## config.mk

```make
export PLATFORM = sky130hd
export DESIGN_NAME = spi_cfg_write_arbiter_flat
export DESIGN_NICKNAME = d
export VERILOG_FILES = /design/src/rtl/spi_cfg_write_arbiter_if.sv /design/src/rtl/spi_cfg_write_arbiter.sv /design/src/flat_wrapper.sv
export SDC_FILE = /design/constraint.sdc
export NUM_CORES = 1
export LEC_CHECK = 0
export ABC_CLOCK_PERIOD_IN_PS = 2500
export CORE_MARGIN = 5
export CORE_UTILIZATION = 40
export DETAILED_ROUTE_END_ITERATION = 10
export HOLD_SLACK_MARGIN = 0.08
export PLACE_DENSITY_LB_ADDON = 0.3
export SLEW_MARGIN = 20
export SYNTH_ARGS = -nofsm -noshare
export SYNTH_HDL_FRONTEND = slang
export SYNTH_SLANG_ARGS = --single-unit
```

## constraint.sdc

```tcl
create_clock -name clk -period 2.5 [get_ports clk]
set_clock_uncertainty 0.1 [all_clocks]
set_input_delay 0.375 -clock clk [delete_from_list [all_inputs] [get_ports clk]]
set_output_delay 0.375 -clock clk [all_outputs]
set_load 0.03 [all_outputs]
```

## src/rtl/spi_cfg_write_arbiter_if.sv

```systemverilog
// Write-request bundle for the two requesters of spi_cfg_write_arbiter:
// port 0 is the SPI write path and port 1 is the auxiliary on-chip master.
interface spi_cfg_write_arbiter_if #(
   parameter int ADDR_W = 7,
   parameter int DATA_W = 8
);

   logic              req0_valid;
   logic              req0_ready;
   logic [ADDR_W-1:0] req0_addr;
   logic [DATA_W-1:0] req0_data;

   logic              req1_valid;
   logic              req1_ready;
   logic [ADDR_W-1:0] req1_addr;
   logic [DATA_W-1:0] req1_data;

   modport master (
      output req0_valid, req0_addr, req0_data,
      input  req0_ready,
      output req1_valid, req1_addr, req1_data,
      input  req1_ready
   );

   modport slave (
      input  req0_valid, req0_addr, req0_data,
      output req0_ready,
      input  req1_valid, req1_addr, req1_data,
      output req1_ready
   );

endinterface

```

## src/rtl/spi_cfg_write_arbiter.sv

```systemverilog
// Owns the five PWM configuration registers and arbitrates writes from two ports.
// Optional macro CFG_ARB_ROUND_ROBIN_EN selects round-robin instead of fixed port-0 priority.
module spi_cfg_write_arbiter #(
   parameter int ADDR_W = 7,
   parameter int DATA_W = 8
) (
   input  logic                   clk,
   input  logic                   rst,
   spi_cfg_write_arbiter_if.slave req,
   output logic [DATA_W-1:0]      en_reg_out_7_0,
   output logic [DATA_W-1:0]      en_reg_out_15_8,
   output logic [DATA_W-1:0]      en_reg_pwm_7_0,
   output logic [DATA_W-1:0]      en_reg_pwm_15_8,
   output logic [DATA_W-1:0]      pwm_duty_cycle,
   output logic                   wr_done,
   output logic                   wr_src,
   output logic [7:0]             bad_addr_cnt
);

   localparam logic [ADDR_W-1:0] ADDR_OUT_LO  = ADDR_W'(0);
   localparam logic [ADDR_W-1:0] ADDR_OUT_HI  = ADDR_W'(1);
   localparam logic [ADDR_W-1:0] ADDR_PWM_LO  = ADDR_W'(2);
   localparam logic [ADDR_W-1:0] ADDR_PWM_HI  = ADDR_W'(3);
   localparam logic [ADDR_W-1:0] ADDR_DUTY    = ADDR_W'(4);

   typedef enum logic {
      IDLE,
      COMMIT
   } state_t;

   state_t            state;
   logic              hold_src;
   logic [ADDR_W-1:0] hold_addr;
   logic [DATA_W-1:0] hold_data;

   logic              grant_valid;
   logic              grant_port;

`ifdef CFG_ARB_ROUND_ROBIN_EN
   logic              last_grant;
`endif

   // Grant decision; only meaningful in IDLE, so COMMIT forces both readys low.
   always_comb begin
      // NOTE: every output gets a default first so no path through this block infers a latch.
      grant_valid = 1'b0;
      grant_port  = 1'b0;
      if (state == IDLE) begin
         if (req.req0_valid && req.req1_valid) begin
            grant_valid = 1'b1;
`ifdef CFG_ARB_ROUND_ROBIN_EN
            grant_port  = ~last_grant;
`else
            grant_port  = 1'b0;
`endif
         end else if (req.req0_valid) begin
            grant_valid = 1'b1;
            grant_port  = 1'b0;
         end else if (req.req1_valid) begin
            grant_valid = 1'b1;
            grant_port  = 1'b1;
         end
      end
   end

   assign req.req0_ready = grant_valid & ~grant_port;
   assign req.req1_ready = grant_valid &  grant_port;

   always_ff @(posedge clk or posedge rst) begin
      if (rst) begin
         // NOTE: the config registers are individual flops, not a memory, so they are cleared here.
         state           <= IDLE;
         hold_src        <= 1'b0;
         hold_addr       <= '0;
         hold_data       <= '0;
         en_reg_out_7_0  <= '0;
         en_reg_out_15_8 <= '0;
         en_reg_pwm_7_0  <= '0;
         en_reg_pwm_15_8 <= '0;
         pwm_duty_cycle  <= '0;
         wr_done         <= 1'b0;
         wr_src          <= 1'b0;
         bad_addr_cnt    <= 8'h00;
`ifdef CFG_ARB_ROUND_ROBIN_EN
         last_grant      <= 1'b1;
`endif
      end else begin
         // NOTE: non-blocking assignments so every update here sees the pre-edge values.
         wr_done <= 1'b0;
         case (state)
            IDLE: begin
               if (grant_valid) begin
                  hold_src  <= grant_port;
                  hold_addr <= grant_port ? req.req1_addr : req.req0_addr;
                  hold_data <= grant_port ? req.req1_data : req.req0_data;
`ifdef CFG_ARB_ROUND_ROBIN_EN
                  last_grant <= grant_port;
`endif
                  state     <= COMMIT;
               end
            end
            COMMIT: begin
               case (hold_addr)
                  ADDR_OUT_LO: en_reg_out_7_0  <= hold_data;
                  ADDR_OUT_HI: en_reg_out_15_8 <= hold_data;
                  ADDR_PWM_LO: en_reg_pwm_7_0  <= hold_data;
                  ADDR_PWM_HI: en_reg_pwm_15_8 <= hold_data;
                  ADDR_DUTY:   pwm_duty_cycle  <= hold_data;
                  default: begin
                     // Out-of-range address: drop the data, count it, never wrap.
                     if (bad_addr_cnt != 8'hFF) begin
                        bad_addr_cnt <= bad_addr_cnt + 8'd1;
                     end
                  end
               endcase
               wr_done <= 1'b1;
               wr_src  <= hold_src;
               state   <= IDLE;
            end
            default: state <= IDLE;
         endcase
      end
   end

endmodule

```

## src/flat_wrapper.sv

```systemverilog
// flat-port wrapper written by rule: the top's interface ports become plain ports
module spi_cfg_write_arbiter_flat 
#(
   parameter int ADDR_W = 7,
   parameter int DATA_W = 8
)
  (clk, rst, en_reg_out_7_0, en_reg_out_15_8, en_reg_pwm_7_0, en_reg_pwm_15_8, pwm_duty_cycle, wr_done, wr_src, bad_addr_cnt, req_req0_valid, req_req0_addr, req_req0_data, req_req0_ready, req_req1_valid, req_req1_addr, req_req1_data, req_req1_ready);
  spi_cfg_write_arbiter_if #(.ADDR_W(ADDR_W), .DATA_W(DATA_W)) req_i ();
  input  logic clk;
  input  logic rst;
  output logic [DATA_W-1:0] en_reg_out_7_0;
  output logic [DATA_W-1:0] en_reg_out_15_8;
  output logic [DATA_W-1:0] en_reg_pwm_7_0;
  output logic [DATA_W-1:0] en_reg_pwm_15_8;
  output logic [DATA_W-1:0] pwm_duty_cycle;
  output logic wr_done;
  output logic wr_src;
  output logic [7:0] bad_addr_cnt;
  input wire logic [$bits(req_i.req0_valid)-1:0] req_req0_valid;
  input wire logic [$bits(req_i.req0_addr)-1:0] req_req0_addr;
  input wire logic [$bits(req_i.req0_data)-1:0] req_req0_data;
  output wire logic [$bits(req_i.req0_ready)-1:0] req_req0_ready;
  input wire logic [$bits(req_i.req1_valid)-1:0] req_req1_valid;
  input wire logic [$bits(req_i.req1_addr)-1:0] req_req1_addr;
  input wire logic [$bits(req_i.req1_data)-1:0] req_req1_data;
  output wire logic [$bits(req_i.req1_ready)-1:0] req_req1_ready;
  assign req_i.req0_valid = req_req0_valid;
  assign req_i.req0_addr = req_req0_addr;
  assign req_i.req0_data = req_req0_data;
  assign req_req0_ready = req_i.req0_ready;
  assign req_i.req1_valid = req_req1_valid;
  assign req_i.req1_addr = req_req1_addr;
  assign req_i.req1_data = req_req1_data;
  assign req_req1_ready = req_i.req1_ready;
  spi_cfg_write_arbiter #(.ADDR_W(ADDR_W), .DATA_W(DATA_W)) u_core (.clk(clk), .rst(rst), .req(req_i), .en_reg_out_7_0(en_reg_out_7_0), .en_reg_out_15_8(en_reg_out_15_8), .en_reg_pwm_7_0(en_reg_pwm_7_0), .en_reg_pwm_15_8(en_reg_pwm_15_8), .pwm_duty_cycle(pwm_duty_cycle), .wr_done(wr_done), .wr_src(wr_src), .bad_addr_cnt(bad_addr_cnt));
endmodule
```

==> results.rst <==
.. list-table::
   :header-rows: 1

   * - Metric
     - Value
   * - Outcome
     - finished, final reports clean
   * - R2R setup slack
     - 0.23 ns
   * - Highest net fanout along the worst path
     - 8
   * - Final Routed Wirelength
     - 6420 microns
   * - Worst hold-check path type
     - input pin to asynchronous set/reset pin
   * - Post-Syn Nets
     - 243
   * - Peak VDD IR
     - 0.389 mV
   * - Slew at the pin with the worst max-slew slack
     - 0.516 ns
   * - Routed WL per cell
     - 16.6 microns
   * - CTS-repair resized insts
     - 0
   * - Remaining global-route overflow
     - 0
   * - WL met3
     - 393 microns
   * - Final-layout setup total negative slack
     - 0 ns
   * - CP Launch Type
     - register
   * - Worst Reg-to-Reg Cells
     - 3
   * - Arr. time, crit path
     - 2.41 ns
   * - Most frequent cell after synthesis
     - dfrtp_1
   * - Die height
     - 92.9 microns
   * - Number of library cell types mapped by synthesis
     - 29
   * - Fraction of layout instances using a drive strength above 1
     - 0.232
   * - Total power consumption of the routed design
     - 0.00463 W
   * - Number of synthesized register bits
     - 67
   * - Deepest clock path buffer count
     - 2
   * - Slew margin rel.
     - 0.655
   * - DIE AREA
     - 8630 sq um
   * - Final hold viol count
     - 0
   * - Initial cell density of the core
     - 0.407
   * - Area Overhead vs Synth
     - 43.4%
   * - Element type at the critical path end
     - register
   * - Clock buffer count from CTS
     - 9
   * - Capture instance of the worst register-to-register path
     - u_core.pwm_duty_cycle[6]
   * - Achievable Freq
     - 0.440 GHz
   * - Setup repair after global routing missed its margin
     - no
   * - Antenna diodes
     - 0
   * - Async SR Flop Fraction
     - 1.00
   * - Avg Inst Size Synth
     - 13.2 sq um
   * - Data required time at the worst endpoint
     - 2.64 ns
   * - Share of the yosys chip area belonging to registers
     - 0.610
   * - Met2 WL
     - 3120 microns
   * - Number of setup buffers added after CTS
     - 0
   * - Cell type with the highest aggregate area in the netlist
     - dfrtp_1
   * - Quantity of hold-fixing buffers added after cts
     - 0
   * - Antenna violations before repair
     - 0
   * - Average via count per standard cell
     - 5.07
   * - Vias in the first global route
     - 2038
   * - Port Buffer Count
     - 85
   * - Critical register-to-register path startpoint
     - u_core.hold_addr[6]
   * - Global Route Usage Sum
     - 0.161
   * - Share of the synthesized area in the top cell type
     - 0.610
   * - Cell chosen for the clock root
     - clkbuf_8
   * - HPWL Detailed
     - 4750 microns
   * - Placement Rows
     - 30
   * - Leading register cell type out of synthesis
     - dfrtp_1
   * - Power Dens Cells
     - 1180 nW/um^2
   * - Period utilisation layout
     - 0.910
   * - Max-slew violation count
     - 0
   * - Weighted congestion reported at the end of routability-driven placement
     - 0.757
   * - Finished Core Util
     - 0.583
   * - Biggest area contributors in the synthesized netlist
     - dfrtp_1 61%, mux2_2 14%, mux2_4 4.4%
   * - Post-synth top cells
     - 67 x dfrtp_1, 35 x mux2_2, 18 x nand2_1, 15 x a22oi_1, 15 x o21ai_0
   * - Pre-antenna DRT Iters
     - 4
   * - Uppermost layer routed
     - met4
   * - Remaining DRCs
     - 0
   * - Final worst path period need
     - 2.27 ns
   * - Synthesized netlist cell count
     - 208
   * - # nets final
     - 336
   * - Post-synthesis instance area
     - 2750 sq um
   * - Setup Viol. Count Final
     - 0
   * - # Max-Cap Violations
     - 0
   * - Length of routed wiring on met1
     - 2790 microns
   * - Post-CTS clock slew at the launch and capture registers of the worst setup and hold paths
     - 0.08 ns
   * - Static Leakage
     - 1.78 nW
   * - First-pass GRT wire length
     - 10500 microns
   * - Residual antenna-violating net count after detailed routing
     - 0
   * - Ports
     - 86
   * - # clock sinks
     - 67
   * - Clock tree from TritonCTS
     - built
   * - Pin count of the biggest net entering global routing
     - 24
   * - EDFF count, synth
     - 0
   * - Yosys warning total
     - 0
   * - Via count
     - 1957
   * - Placeable core area
     - 6760 sq um
   * - Horiz. Die Dim
     - 92.9 microns
   * - Clock latency of the later-clocked register in the worst-skew pair
     - 0.35 ns
   * - Worst Path Class, Setup
     - register to register
   * - Htree depth
     - 3
   * - Initial drt markers
     - 62
power breakdown:
group / internal (W) / switching (W)
clock: 0.000588 / 0.000430
combinational: 0.000894 / 0.000981
sequential: 0.00145 / 0.000291
worst max path at each step:
stage	start	to	slack, ns
after floorplan	rst	u_core.bad_addr_cnt[0]	0.34
after global routing	u_core.hold_addr[6]	u_core.en_reg_pwm_15_8[1]	0.16
after global placement	u_core.hold_addr[6]	u_core.pwm_duty_cycle[4]	0.26
final	u_core.hold_addr[6]	u_core.pwm_duty_cycle[6]	0.23
after detailed placement	u_core.hold_addr[6]	u_core.pwm_duty_cycle[3]	0.23
after CTS	u_core.hold_addr[6]	u_core.pwm_duty_cycle[6]	0.23
cell type report:
type	instances	area, sq um
Multi-Input combinational cell	127	1010
Inverter	4	15.0
Clock buffer	10	138
Tap cell	80	100
Sequential cell	67	1680
Timing Repair Buffer	92	911
Fill cell	568	2820
Clock inverter	6	88.8
through the flow:
stage | hold WS [ns] | setup slack [ns] | area [sq um] | instances
after floorplan | 0.272 | 0.342 | 2750 | 208
after global placement | 0.371 | 0.256 | 3710 | 370
after detailed placement | 0.380 | 0.235 | 3710 | 370
after CTS | 0.283 | 0.225 | 3940 | 386
after global routing | 0.324 | 0.164 | 3940 | 386
final | 0.284 | 0.226 | 3940 | 386
per-layer routing:
layer,up-vias,global-route usage
li1,931,-
met1,959,0.204
met2,57,0.251
met3,10,0.0528
met4,0,0.0733
met5,-,0
registers in the layout, summed over array words and instances (netlist names):
register	flops
u_core.wr_src	1
u_core.bad_addr_cnt	8
u_core.hold_src	1
u_core.en_reg_out_7_0	8
u_core.en_reg_pwm_15_8	8
u_core.hold_addr	7
u_core.pwm_duty_cycle	8
u_core.en_reg_pwm_7_0	8
u_core.hold_data	8
u_core.en_reg_out_15_8	8
u_core.state	1
u_core.wr_done	1
critical path, cell delays in order, from the launching register on:
cell and delay (ns):
dfrtp_1 0.38, or4_4 0.56, or4_1 0.74, mux2_4 0.38
cell families after synthesis:
logic type,after synthesis,share of synthesized area
AND/OR/NAND/NOR,43,0.0801
AO/OA/AOI/OAI,34,0.0765
multiplexers,43,0.187
buffers and inverters,14,0.0223
adder cells (fa/ha/maj),1,0.00455
XOR/XNOR,6,0.0191
flip-flops,67,0.610
placed cells by master, fill, tap and decap left out, drive strengths merged, types with 2 or more instances in the layout:
| cell | count |
|---|---|
| clkdlybuf4s50 | 83 |
| dfrtp | 67 |
| mux2 | 43 |
| nand2 | 18 |
| o21ai | 17 |
| a22oi | 15 |
| clkbuf | 10 |
| buf | 9 |
| nand3 | 5 |
| xor2 | 5 |
| nor2 | 4 |
| inv | 4 |
| nor3 | 4 |
| or4 | 3 |
| nand3b | 2 |
| nor2b | 2 |
| clkinvlp | 2 |
| bufinv | 2 |
| clkinv | 2 |
(Power assumes the default switching activity.)
